## src/rtl/counter_display.sv

```systemverilog
// Eight-digit multiplexed hex display driver: shadows a 32-bit value and scans it onto active-low anodes/segments.
// Optional build macro LEADING_ZERO_BLANK_EN blanks leading zero digits (digit 0 always lit).
module counter_display #(
  parameter int SCAN_DIV = 100000
) (
  input  logic        clk,
  input  logic        rst,
  input  logic        load,
  input  logic [31:0] data_in,
  output logic [7:0]  an,
  output logic [6:0]  seg,
  output logic        dp,
  output logic        scan_tick
);

  localparam int CNT_W = $clog2(SCAN_DIV);
  localparam logic [CNT_W-1:0] TERM = CNT_W'(SCAN_DIV - 1);

  logic [31:0]      shadow_p0;
  logic [CNT_W-1:0] cnt_p0;
  logic [2:0]       idx_p0;
  logic [7:0]       an_p1;
  logic [6:0]       seg_p1;
  logic [3:0]       nib_p0;
  logic             blank_p0;

  // Active-low glyphs, bit order g f e d c b a.
  function automatic logic [6:0] hex_glyph(input logic [3:0] nib);
    logic [6:0] g;
    case (nib)
      4'h0: g = 7'b1000000;
      4'h1: g = 7'b1111001;
      4'h2: g = 7'b0100100;
      4'h3: g = 7'b0110000;
      4'h4: g = 7'b0011001;
      4'h5: g = 7'b0010010;
      4'h6: g = 7'b0000010;
      4'h7: g = 7'b1111000;
      4'h8: g = 7'b0000000;
      4'h9: g = 7'b0010000;
      4'hA: g = 7'b0001000;
      4'hB: g = 7'b0000011;
      4'hC: g = 7'b1000110;
      4'hD: g = 7'b0100001;
      4'hE: g = 7'b0000110;
      default: g = 7'b0001110;
    endcase
    return g;
  endfunction

  assign scan_tick = (cnt_p0 == TERM);
  assign nib_p0    = shadow_p0[{idx_p0, 2'b00} +: 4];
  assign dp        = 1'b1;

`ifdef LEADING_ZERO_BLANK_EN
  // A digit is a leading zero when it and every more-significant nibble are zero.
  assign blank_p0 = (idx_p0 != 3'd0) &&
                    ((shadow_p0 & (32'hFFFF_FFFF << {idx_p0, 2'b00})) == 32'd0);
`else
  assign blank_p0 = 1'b0;
`endif

  // Stage p0: shadow register, prescaler and digit index
  always_ff @(posedge clk or negedge rst) begin
    if (!rst) begin
      shadow_p0 <= '0;
      cnt_p0    <= '0;
      idx_p0    <= '0;
    end else begin
      if (load)
        shadow_p0 <= data_in;
      if (scan_tick) begin
        cnt_p0 <= '0;
        idx_p0 <= idx_p0 + 3'd1;
      end else begin
        cnt_p0 <= cnt_p0 + 1'b1;
      end
    end
  end

  // Stage p1: registered anode/segment drive
  always_ff @(posedge clk or negedge rst) begin
    if (!rst) begin
      an_p1  <= 8'hFF;
      seg_p1 <= 7'h7F;
    end else if (blank_p0) begin
      an_p1  <= 8'hFF;
      seg_p1 <= 7'h7F;
    end else begin
      an_p1  <= ~(8'd1 << idx_p0);
      seg_p1 <= hex_glyph(nib_p0);
    end
  end

  assign an  = an_p1;
  assign seg = seg_p1;

endmodule

```

## config.mk

```make
export PLATFORM = sky130hd
export DESIGN_NAME = counter_display
export DESIGN_NICKNAME = d
export VERILOG_FILES = /design/src/rtl/counter_display.sv
export SDC_FILE = /design/constraint.sdc
export NUM_CORES = 1
export LEC_CHECK = 0
export CORE_UTILIZATION = 55
export CTS_BUF_LIST = sky130_fd_sc_hd__clkbuf_4
export DETAILED_ROUTE_END_ITERATION = 12
export DONT_BUFFER_PORTS = 1
export GPL_TIMING_DRIVEN = 0
export PLACE_DENSITY = 0.69
export SYNTH_ARGS = -nofsm -noshare
export SYNTH_HDL_FRONTEND = slang
export SYNTH_SLANG_ARGS = --single-unit
export TNS_END_PERCENT = 50
```

## constraint.sdc

```tcl
create_clock -name clk -period 6 [get_ports clk]
set_input_delay 1.2 -clock clk [delete_from_list [all_inputs] [get_ports clk]]
set_output_delay 1.2 -clock clk [all_outputs]
set_load 0.005 [all_outputs]
```

# Yosys cells after proc, flatten, opt, wreduce, memory -nomap -nowiden
# Memory sizes are Yosys's and may differ from the RTL's. A register that Yosys moved wholly into a read port is not among the register bits.
# Index checks and enable logic that the tools add are counted.
[classes]
addsub = 2
muxes = 1
bitwise = 1
n_eq_ne = 1
n_shift = 2
reduce_logical = 1
[op_table]
columns = ["op", "count"]
rows = [
  ["32-bit by 6-bit variable part select with 4-bit output", 1],
  ["17-bit by 1-bit adder with 17-bit output (second input constant)", 1],
  ["17-bit == test (second input constant)", 1],
  ["17-bit two-way mux", 1],
  ["8-bit inverter", 1],
  ["1-bit by 3-bit << shifter with 8-bit output (first input constant)", 1],
  ["3-bit by 1-bit adder with 3-bit output (second input constant)", 1],
  ["1-bit zero test", 1],
]
[totals]
mem_count = 1
in_bits = 35
word_cells = 13
regBits = 60
romBits = 112
output_inout_bits = 17
[mem_list]
columns = ["memory", "depth", "width", "read_ports", "rd_ports_with_merged_regs", "wr", "line", "text"]
rows = [
  ["(no name shown)", 16, 7, 1, 1, 0, "30", "case (nib)"],
]

# Longest topological paths before layout
# Gate-level depths: netlist of run 1.
[depth]
word_depth = 2
mapped_depth = 8
depth_no_buf = 7

# Least setup slack after synthesis of run 1
# OpenSTA, ideal clock, no wires.
[synth_timing]
path_type = "flip-flop to output port"
start = "register cnt_p0[0]"
end = "output scan_tick"
required_ns = 4.800
arrival_time_ns = 1.602
slack_ns = 3.198
stages_incl_launch_ff = 7
n_path_buf = 2
path_cell_list = "dfrtp_1 -> ha_1 -> and4_1 -> clkbuf_1 -> nand2_1 -> nor4_4 -> buf_2"
[synth_via]
elab_chain_cells = 1
[synth_lines]
columns = ["item", "line", "text"]
rows = [
  ["start, declared", "20", "logic [CNT_W-1:0] cnt_p0;"],
  ["start signal, assigned", "76", "cnt_p0 <= cnt_p0 + 1'b1;"],
  ["17-bit == test", "51", "assign scan_tick = (cnt_p0 == TERM);"],
  ["end, declared", "13", "output logic scan_tick"],
]
# Every way passes these cells.

# Worst setup path after layout of run 1
# Ends and elaborated chain as after synthesis.

==> summary.txt, run 1 <==
Clock network
  • Worst-path clk slew: 0.10 ns
  • Cts repair resizes: 0
  • Post-CTS setup buffer count: 0
  • CTS tree: yes
  • CTS buffer count: 9
  • Clock Root Buffer: clkbuf_4
  • # hold bufs at CTS: 0
  • H-tree depth: 3
  • Clock sink total: between 60 and 70
  • Clk buf depth: 2
  • Clock Latency Late Sink: 0.40 ns

Synthesis
  • Cells after synthesis: 228
  • Top_reg_cell synth: dfrtp_1
  • Register area share after synthesis: between 50 and 60%
  • Synth Register Bits: 67
  • Avg Cell Area, Syn: about 14 µm²
  • Post-synth cell types: between 40 and 50
  • YS warnings: 0
  • Syn nets: 276
  • Post-Syn Area: around 3200 µm²
  • Post-synth EDFFs: 0
  • Async S/R FF share, synth: between 90% and 100%

Place
  • Placement Cell Area: roughly 3200 µm²
  • Dpl ws: 2.911 ns
  • I/O Buffers: 0
  • RePlAce Congestion: 0.7822
  • Placed wire-length estimate: between 3000 and 4000 µm
  • Placed insts: 300

Routing
  • Drt wl/cell: 16.63 µm
  • DR vias/cell: roughly 5.6
  • Detail Route Antenna Nets: 0
  • DR vias: ~1800
  • DRC Markers: 0
  • DRT Pass-1 Iters: 4
  • Total length of routed wires: ~5300 µm
  • First DRT Iteration DRCs: 82

Worst setup path
  • Worst setup SP type: flop
  • Crit Path Class: reg2out
  • CP required: 4.80 ns
  • Critical path peak fanout: 10
  • Arrival time at the worst endpoint: 2.30 ns
  • CP endpoint kind: output port

Floorplan
  • Core area: between 5000 and 6000 µm²
  • Placement Rows: 27
  • Die area: 6044 µm²
  • Die Wd: approximately 78 µm
  • Initial Util: roughly 57%
  • Die H: roughly 78 µm
  • # IOs: 52

Timing
  • Endpoints failing setup: 0
  • Setup ws final: roughly 2.5 ns
  • Worst-case clock skew: ~0.0091 ns
  • RSZ-0062 raised after global routing: no
  • Setup TNS: 0 ns
  • Fmax: 285.5 MHz
  • Final Cycle Share: between 50% and 60%
  • Final Max Slew Viols: 0
  • Least-Margin Pin Slew: between 0.6 and 0.7 ns
  • Hold slack: around 0.49 ns
  • Slew Limit Headroom: around 57%
  • Fin crit period: ~3.5 ns
  • Hold Vio Cnt, Final: 0

Finish
  • Area Growth Syn to Fin: 6.106%
  • Util after Layout: 60.80%
  • Fraction of layout cells with a size suffix above 1: about 33%
  • Post-Layout Cell Count: roughly 320
  • FILL cells: 441
  • Commonest non-fill, non-tap cell in the layout: dfrtp_1
  • Final net count: roughly 290
  • Storage element area: around 1700 µm²
  • Design area: between 3000 and 4000 µm²
  • Commonest non-fill, non-tap cells in the layout: dfrtp_1, mux2_2, dfstp_2
  • Ant diodes: 0
  • Multi-input gate area in the final layout: 1368 µm²

Power and ir drop
  • Combinational power share: around a tenth
  • Pwr/cell area: between 200 and 250 nW/µm²
  • Reg power frac: between 60% and 70%
  • Psw: about 0.2 mW
  • Leakage: approximately 1.4 nW
  • Pint: between 0.6 and 0.7 mW
  • Final total power: between 0.8 and 0.9 mW
  • Sw Share: about 25%
  • Clock power frac: 29.0%
  • Max VDD drop: between 0.15 and 0.2 mV

GRT
  • GRT Resource Usage Total: approximately 20%
  • Antenna violations before repair: 0
  • Number of global-route vias before repair: about 1900
  • Largest net degree at the start of global routing: 68
  • First-pass GRT wire length: 9128 µm
  • Grt ovf: 0

Run status
  • Status: finished clean

Job
  • Max-cap viol count: 0

Hold path
  • Hold Crit Class: in2async
## synthesized netlist by cell type (2+ instances only)
cell | number | share of area, %
mux2_2 | 35 | 12
or3_1 | 3 | 0.59
nor3b_1 | 2 | 0.48
and2_1 | 2 | 0.40
buf_1 | 3 | 0.36
a21oi_1 | 2 | 0.32
inv_1 | 9 | 1.1
xnor2_1 | 11 | 3.1
dfrtp_1 | 52 | 41
xor2_1 | 4 | 1.1
nand2_1 | 12 | 1.4
buf_4 | 2 | 0.48
and4_1 | 4 | 1.1
ha_1 | 13 | 5.2
mux4_1 | 4 | 3.3
mux2i_4 | 2 | 1.4
o21ai_0 | 2 | 0.32
clkbuf_1 | 2 | 0.24
buf_2 | 2 | 0.32
dfstp_2 | 15 | 12
nand3_1 | 7 | 1.1
nand4_1 | 2 | 0.40
nor2_1 | 8 | 0.95
and3_1 | 3 | 0.59
mux2i_1 | 8 | 2.5
mux4_2 | 4 | 2.9
## critical path, stage by stage, from the launching register on
cell and delay, ns:
dfrtp_1 0.40, ha_1 0.23, and4_1 0.20, clkbuf_1 0.24, nand2_1 0.13, nor4_4 0.40
buf_2 0.31
## per-layer routing
metal	GRT usage (%)	vias to the layer above	part of all wire [%]
li1	-	829	-
met1	24.92	879	44
met2	32.39	48	47
met3	6.000	11	6.8
met4	9.623	0	1.8
met5	0	-	0
## logic make-up (layout without fill, tap and decap cells)
| kind of cell | count (synthesis) | count (layout) | synth area share (%) |
|---|---|---|---|
| adders and majority gates | 13 | 13 | 5.155 |
| and+or+nand+nor | 48 | 48 | 8.604 |
| other | 1 | 1 | 0.1188 |
| xor gates and xnor gates | 15 | 15 | 4.163 |
| DFF | 67 | 67 | 53.73 |
| buffers and inverters | 20 | 36 | 2.934 |
| AOI/OAI and AO/OA | 10 | 10 | 2.181 |
| muxes | 54 | 54 | 23.12 |
## flip-flops by register name (all words and copies together), names as in the netlist
signal and flops:
idx_p0 3, cnt_p0 17, seg 7, shadow_p0 32, an 8
## cell type report
| class | count | share of cell area, % |
|---|---|---|
| Inverter | 10 | 1.121 |
| Buffer | 10 | 1.644 |
| Multi-Input combinational cell | 141 | 40.84 |
| Clock inverter | 7 | 1.046 |
| Tap cell | 72 | 2.691 |
| Sequential cell | 67 | 50.64 |
| Clock buffer | 9 | 2.018 |
## power by group through the flow
stage          clock network, mW  logic (mW)  registers (mW)
2_1_floorplan                  0      0.0657           0.505
3_3_place_gp                   0      0.0746           0.509
3_5_place_dp                   0      0.0767           0.512
4_1_cts                    0.243      0.0770           0.503
5_1_grt                    0.258      0.0838           0.506
6_report                   0.236      0.0760           0.502
## final timing paths
path	start	to	slack [ns]	cells past startpoint
max	cnt_p0[0]	scan_tick	2.50	6
min	rst	idx_p0[1]	0.49	0
max in group asynchronous	rst	seg[4]	5.31	0
min in group clk	cnt_p0[12]	cnt_p0[12]	0.49	1
max reg2reg	idx_p0[0]	seg[0]	3.43	7
min reg2reg	cnt_p0[12]	cnt_p0[12]	0.49	1
Power figures use the tool's default switching activity.
==> run 2: changes to the inputs <==
--- a/config.mk
+++ b/config.mk
@@ -5,6 +5,7 @@
 export SDC_FILE = /design/constraint.sdc
 export NUM_CORES = 1
 export LEC_CHECK = 0
+export ABC_AREA = 1
 export CORE_UTILIZATION = 55
 export CTS_BUF_LIST = sky130_fd_sc_hd__clkbuf_4
 export DETAILED_ROUTE_END_ITERATION = 12
==> constraint.sdc (replaced) <==
create_clock -name clk -period 3.4 [get_ports clk]
set_input_delay 0.68 -clock clk [delete_from_list [all_inputs] [get_ports clk]]
set_output_delay 0.68 -clock clk [all_outputs]
set_load 0.005 [all_outputs]
==> run 2 against run 1 <==
Net effect: design area is 15% higher; flip-flop and latch count is the same; global-route usage up 2.0 points; critical path depth up 1; sequential power rose by 73%; worst setup slack worse by 1.5 ns; combinational power up 110%; cell count up 59%; register-to-register slack got worse by 1.9 ns; clock power increased by 120%; clock-buffer cell count stayed put; largest cell class unchanged.
==> summary.txt, run 2 <==
Timing
  • Endpoints failing setup: 0 (unchanged)
  • Final Max Slew Viols: 0 (unchanged)
  • Hold Vio Cnt, Final: 0 (unchanged)
  • Final Cycle Share: a little over two thirds
  • Worst-case clock skew: 0.008752 ns (was 0.009149 ns)
  • Setup TNS: 0 ns (unchanged)
  • Fin crit period: ~2.4 ns
  • RSZ-0062 raised after global routing: no (unchanged)
  • Fmax: between 400 and 500 MHz

Worst setup path
  • CP endpoint kind: output port (unchanged)
  • CP required: 2.72 ns (was 4.80 ns)
  • Worst setup SP type: flop (unchanged)
  • Arrival time at the worst endpoint: 1.73 ns (was 2.30 ns)
  • Crit Path Class: reg2out (unchanged)
  • Critical path peak fanout: 6 (was 10)

Routing
  • DRC Markers: 0 (unchanged)
  • Drt wl/cell: 13.61 µm (was 16.63 µm)
  • Detail Route Antenna Nets: 0 (unchanged)
  • DR vias/cell: 5.184 (was 5.592)
  • Total length of routed wires: 6818 µm (was 5256 µm)
  • First DRT Iteration DRCs: 168 (was 82)
  • DR vias: 2597 (was 1767)
  • DRT Pass-1 Iters: 4 (unchanged)

Place
  • I/O Buffers: 0 (unchanged)
  • RePlAce Congestion: 0.8834 (was 0.7822)
  • Placed wire-length estimate: 4839 µm (was 3743 µm)
  • Placed insts: 484 (was 300)

Finish
  • Fraction of layout cells with a size suffix above 1: 23.11% (was 32.79%)
  • Biggest register: shadow_p0 (unchanged)
  • Post-Layout Cell Count: 501 (was 316)
  • Final net count: 467 (was 287)
  • Commonest non-fill, non-tap cells in the layout: nand2_1, dfrtp_1, inv_1 (was dfrtp_1, mux2_2, dfstp_2)
  • Ant diodes: 0 (unchanged)
  • Area Growth Syn to Fin: 7.225% (was 6.106%)
  • FILL cells: 572 (was 441)
  • Largest register FFs: 32 (unchanged)
  • Commonest non-fill, non-tap cell in the layout: nand2_1 (was dfrtp_1)

Job
  • Max-cap viol count: 0 (unchanged)

Power and ir drop
  • Leakage: 1.885 nW (was 1.447 nW)
  • Pwr/cell area: 400.7 nW/µm² (was 243.1 nW/µm²)
  • Max VDD drop: 0.2531 mV (was 0.1633 mV)

GRT
  • Antenna violations before repair: 0 (unchanged)
  • First-pass GRT wire length: 11900 µm (was 9128 µm)
  • GRT Resource Usage Total: 22.12% (was 20.15%)
  • Grt ovf: 0 (unchanged)
  • Largest net degree at the start of global routing: 53 (was 68)
  • Number of global-route vias before repair: 2505 (was 1908)

Synthesis
  • Count leader, synth: nand2_1 (was dfrtp_1)
  • Register area share after synthesis: 47.06% (was 53.73%)
  • Async S/R FF share, synth: 100.0% (unchanged)
  • Syn nets: 455 (was 276)
  • YS warnings: 0 (unchanged)
  • Synth top cells by count: nand2_1, dfrtp_1, inv_1, o21ai_0, nand3_1 (was dfrtp_1, mux2_2, dfstp_2, ha_1, nand2_1)
  • Post-synth cell types: 37 (was 41)
  • Area leader, netlist: dfrtp_1 (unchanged)
  • Avg Cell Area, Syn: 8.851 µm² (was 13.84 µm²)
  • Synth area leaders: dfrtp_1, dfstp_2, nand2_1 (was dfrtp_1, dfstp_2, mux2_2)
  • Top-area cell type share of the netlist area: 36.12% (was 41.24%)
  • Post-synth EDFFs: 0 (unchanged)
  • Cells after synthesis: 407 (was 228)
  • Synth Register Bits: 67 (unchanged)
  • Top_reg_cell synth: dfrtp_1 (unchanged)
  • Post-Syn Area: 3602 µm² (was 3156 µm²)

Clock network
  • Worst-path clk slew: 0.12 ns (was 0.10 ns)
  • Clk buf depth: 2 (unchanged)
  • Post-CTS setup buffer count: 0 (unchanged)
  • Clock sink total: 67 (unchanged)
  • # hold bufs at CTS: 1 (was 0)
  • CTS tree: yes (unchanged)
  • Cts repair resizes: 0 (unchanged)
  • CTS buffer count: 9 (unchanged)
  • Clock Latency Late Sink: 0.42 ns (was 0.40 ns)
  • Clock Root Buffer: clkbuf_4 (unchanged)
  • H-tree depth: 3 (unchanged)

Floorplan
  • Placement Rows: 29 (was 27)
  • Die area: 6877 µm² (was 6044 µm²)
  • Initial Util: 56.73% (was 57.31%)
  • Core area: 6350 µm² (was 5507 µm²)
  • Die H: 82.93 µm (was 77.75 µm)
  • Die Wd: 82.93 µm (was 77.75 µm)
  • # IOs: 52 (unchanged)

Hold path
  • Hold Crit Class: in2async (unchanged)

Run status
  • Status: finished clean (unchanged)
[run 2: power breakdown]
part / leakage (nW) / internal [mW] / switching (mW)
logic: 1.00 / 0.0551 / 0.104
registers: 0.810 / 0.852 / 0.0142
clock network: 0.0733 / 0.221 / 0.301
total: 1.88 / 1.13 / 0.419
[run 2: worst paths after layout]
path                                   from            end  slack, ns  cells past startpoint
worst max-delay path              cnt_p0[0]      scan_tick       0.99                      7
worst min-delay path                    rst          an[0]       0.08                      0
worst max register to register    idx_p0[0]         seg[3]       1.54                     13
worst min register to register    cnt_p0[0]      cnt_p0[0]       0.47                      1
max in group asynchronous               rst     cnt_p0[10]       3.06                      1
min in group clk                data_in[25]  shadow_p0[25]       0.37                      2
[run 2: final cells by class]
cell class / count / area (µm²) / area share [%]
plain buffers: 13 / 92.59 / 2.397
inverters: 64 / 251.5 / 6.511
clock buffers: 9 / 67.56 / 1.749
well taps: 77 / 96.34 / 2.494
repair buffers: 1 / 27.53 / 0.7127
multi-input cells: 263 / 1563 / 40.46
flip-flops and latches: 67 / 1695 / 43.89
clock inverters: 7 / 68.82 / 1.782
[run 2: routing by layer]
layer	global-route usage, %	wire, µm	part of all wire [%]	up-vias
met5	0	0	0	-
met4	10.97	147	2.2	0
met3	4.771	267	3.9	14
met2	33.76	3094	45	63
met1	29.93	3309	49	1211
li1	-	-	-	1309
[run 2: critical path: stages, from the launching register on]
cell and delay, ns:
dfrtp_1 0.39, ha_1 0.20, nand2_1 0.10, nor2_4 0.17, inv_2 0.09, nor2_8 0.15, nand3_4 0.13, clkinv_2 0.09
[run 2: through the flow]
| stage | area, µm² | utilization, % | hold WS (ns) | setup slack [ns] | power (mW) |
|---|---|---|---|---|---|
| after floorplan | 3602 | - | 0.3844 | 1.624 | 0.9964 |
| after global placement | 3699 | 58.25 | 0.3857 | 1.489 | 1.021 |
| after detailed placement | 3699 | 58.25 | 0.3859 | 1.433 | 1.025 |
| after CTS | 3862 | 60.83 | 0.06605 | 0.9485 | 1.562 |
| after global routing | 3862 | 60.83 | 0.05567 | 0.8192 | 1.620 |
| final | 3862 | 60.83 | 0.08462 | 0.9921 | 1.548 |
[run 2: cell families after synthesis]
family | count (synthesis) | share of synthesized area (%)
other | 1 | 0.1041
buffers and inverters | 77 | 9.552
AOI/OAI and AO/OA | 46 | 6.669
DFF | 67 | 47.07
and+or+nand+nor | 192 | 29.28
xor gates and xnor gates | 9 | 2.188
adders and majority gates | 13 | 4.516
muxes | 2 | 0.6252
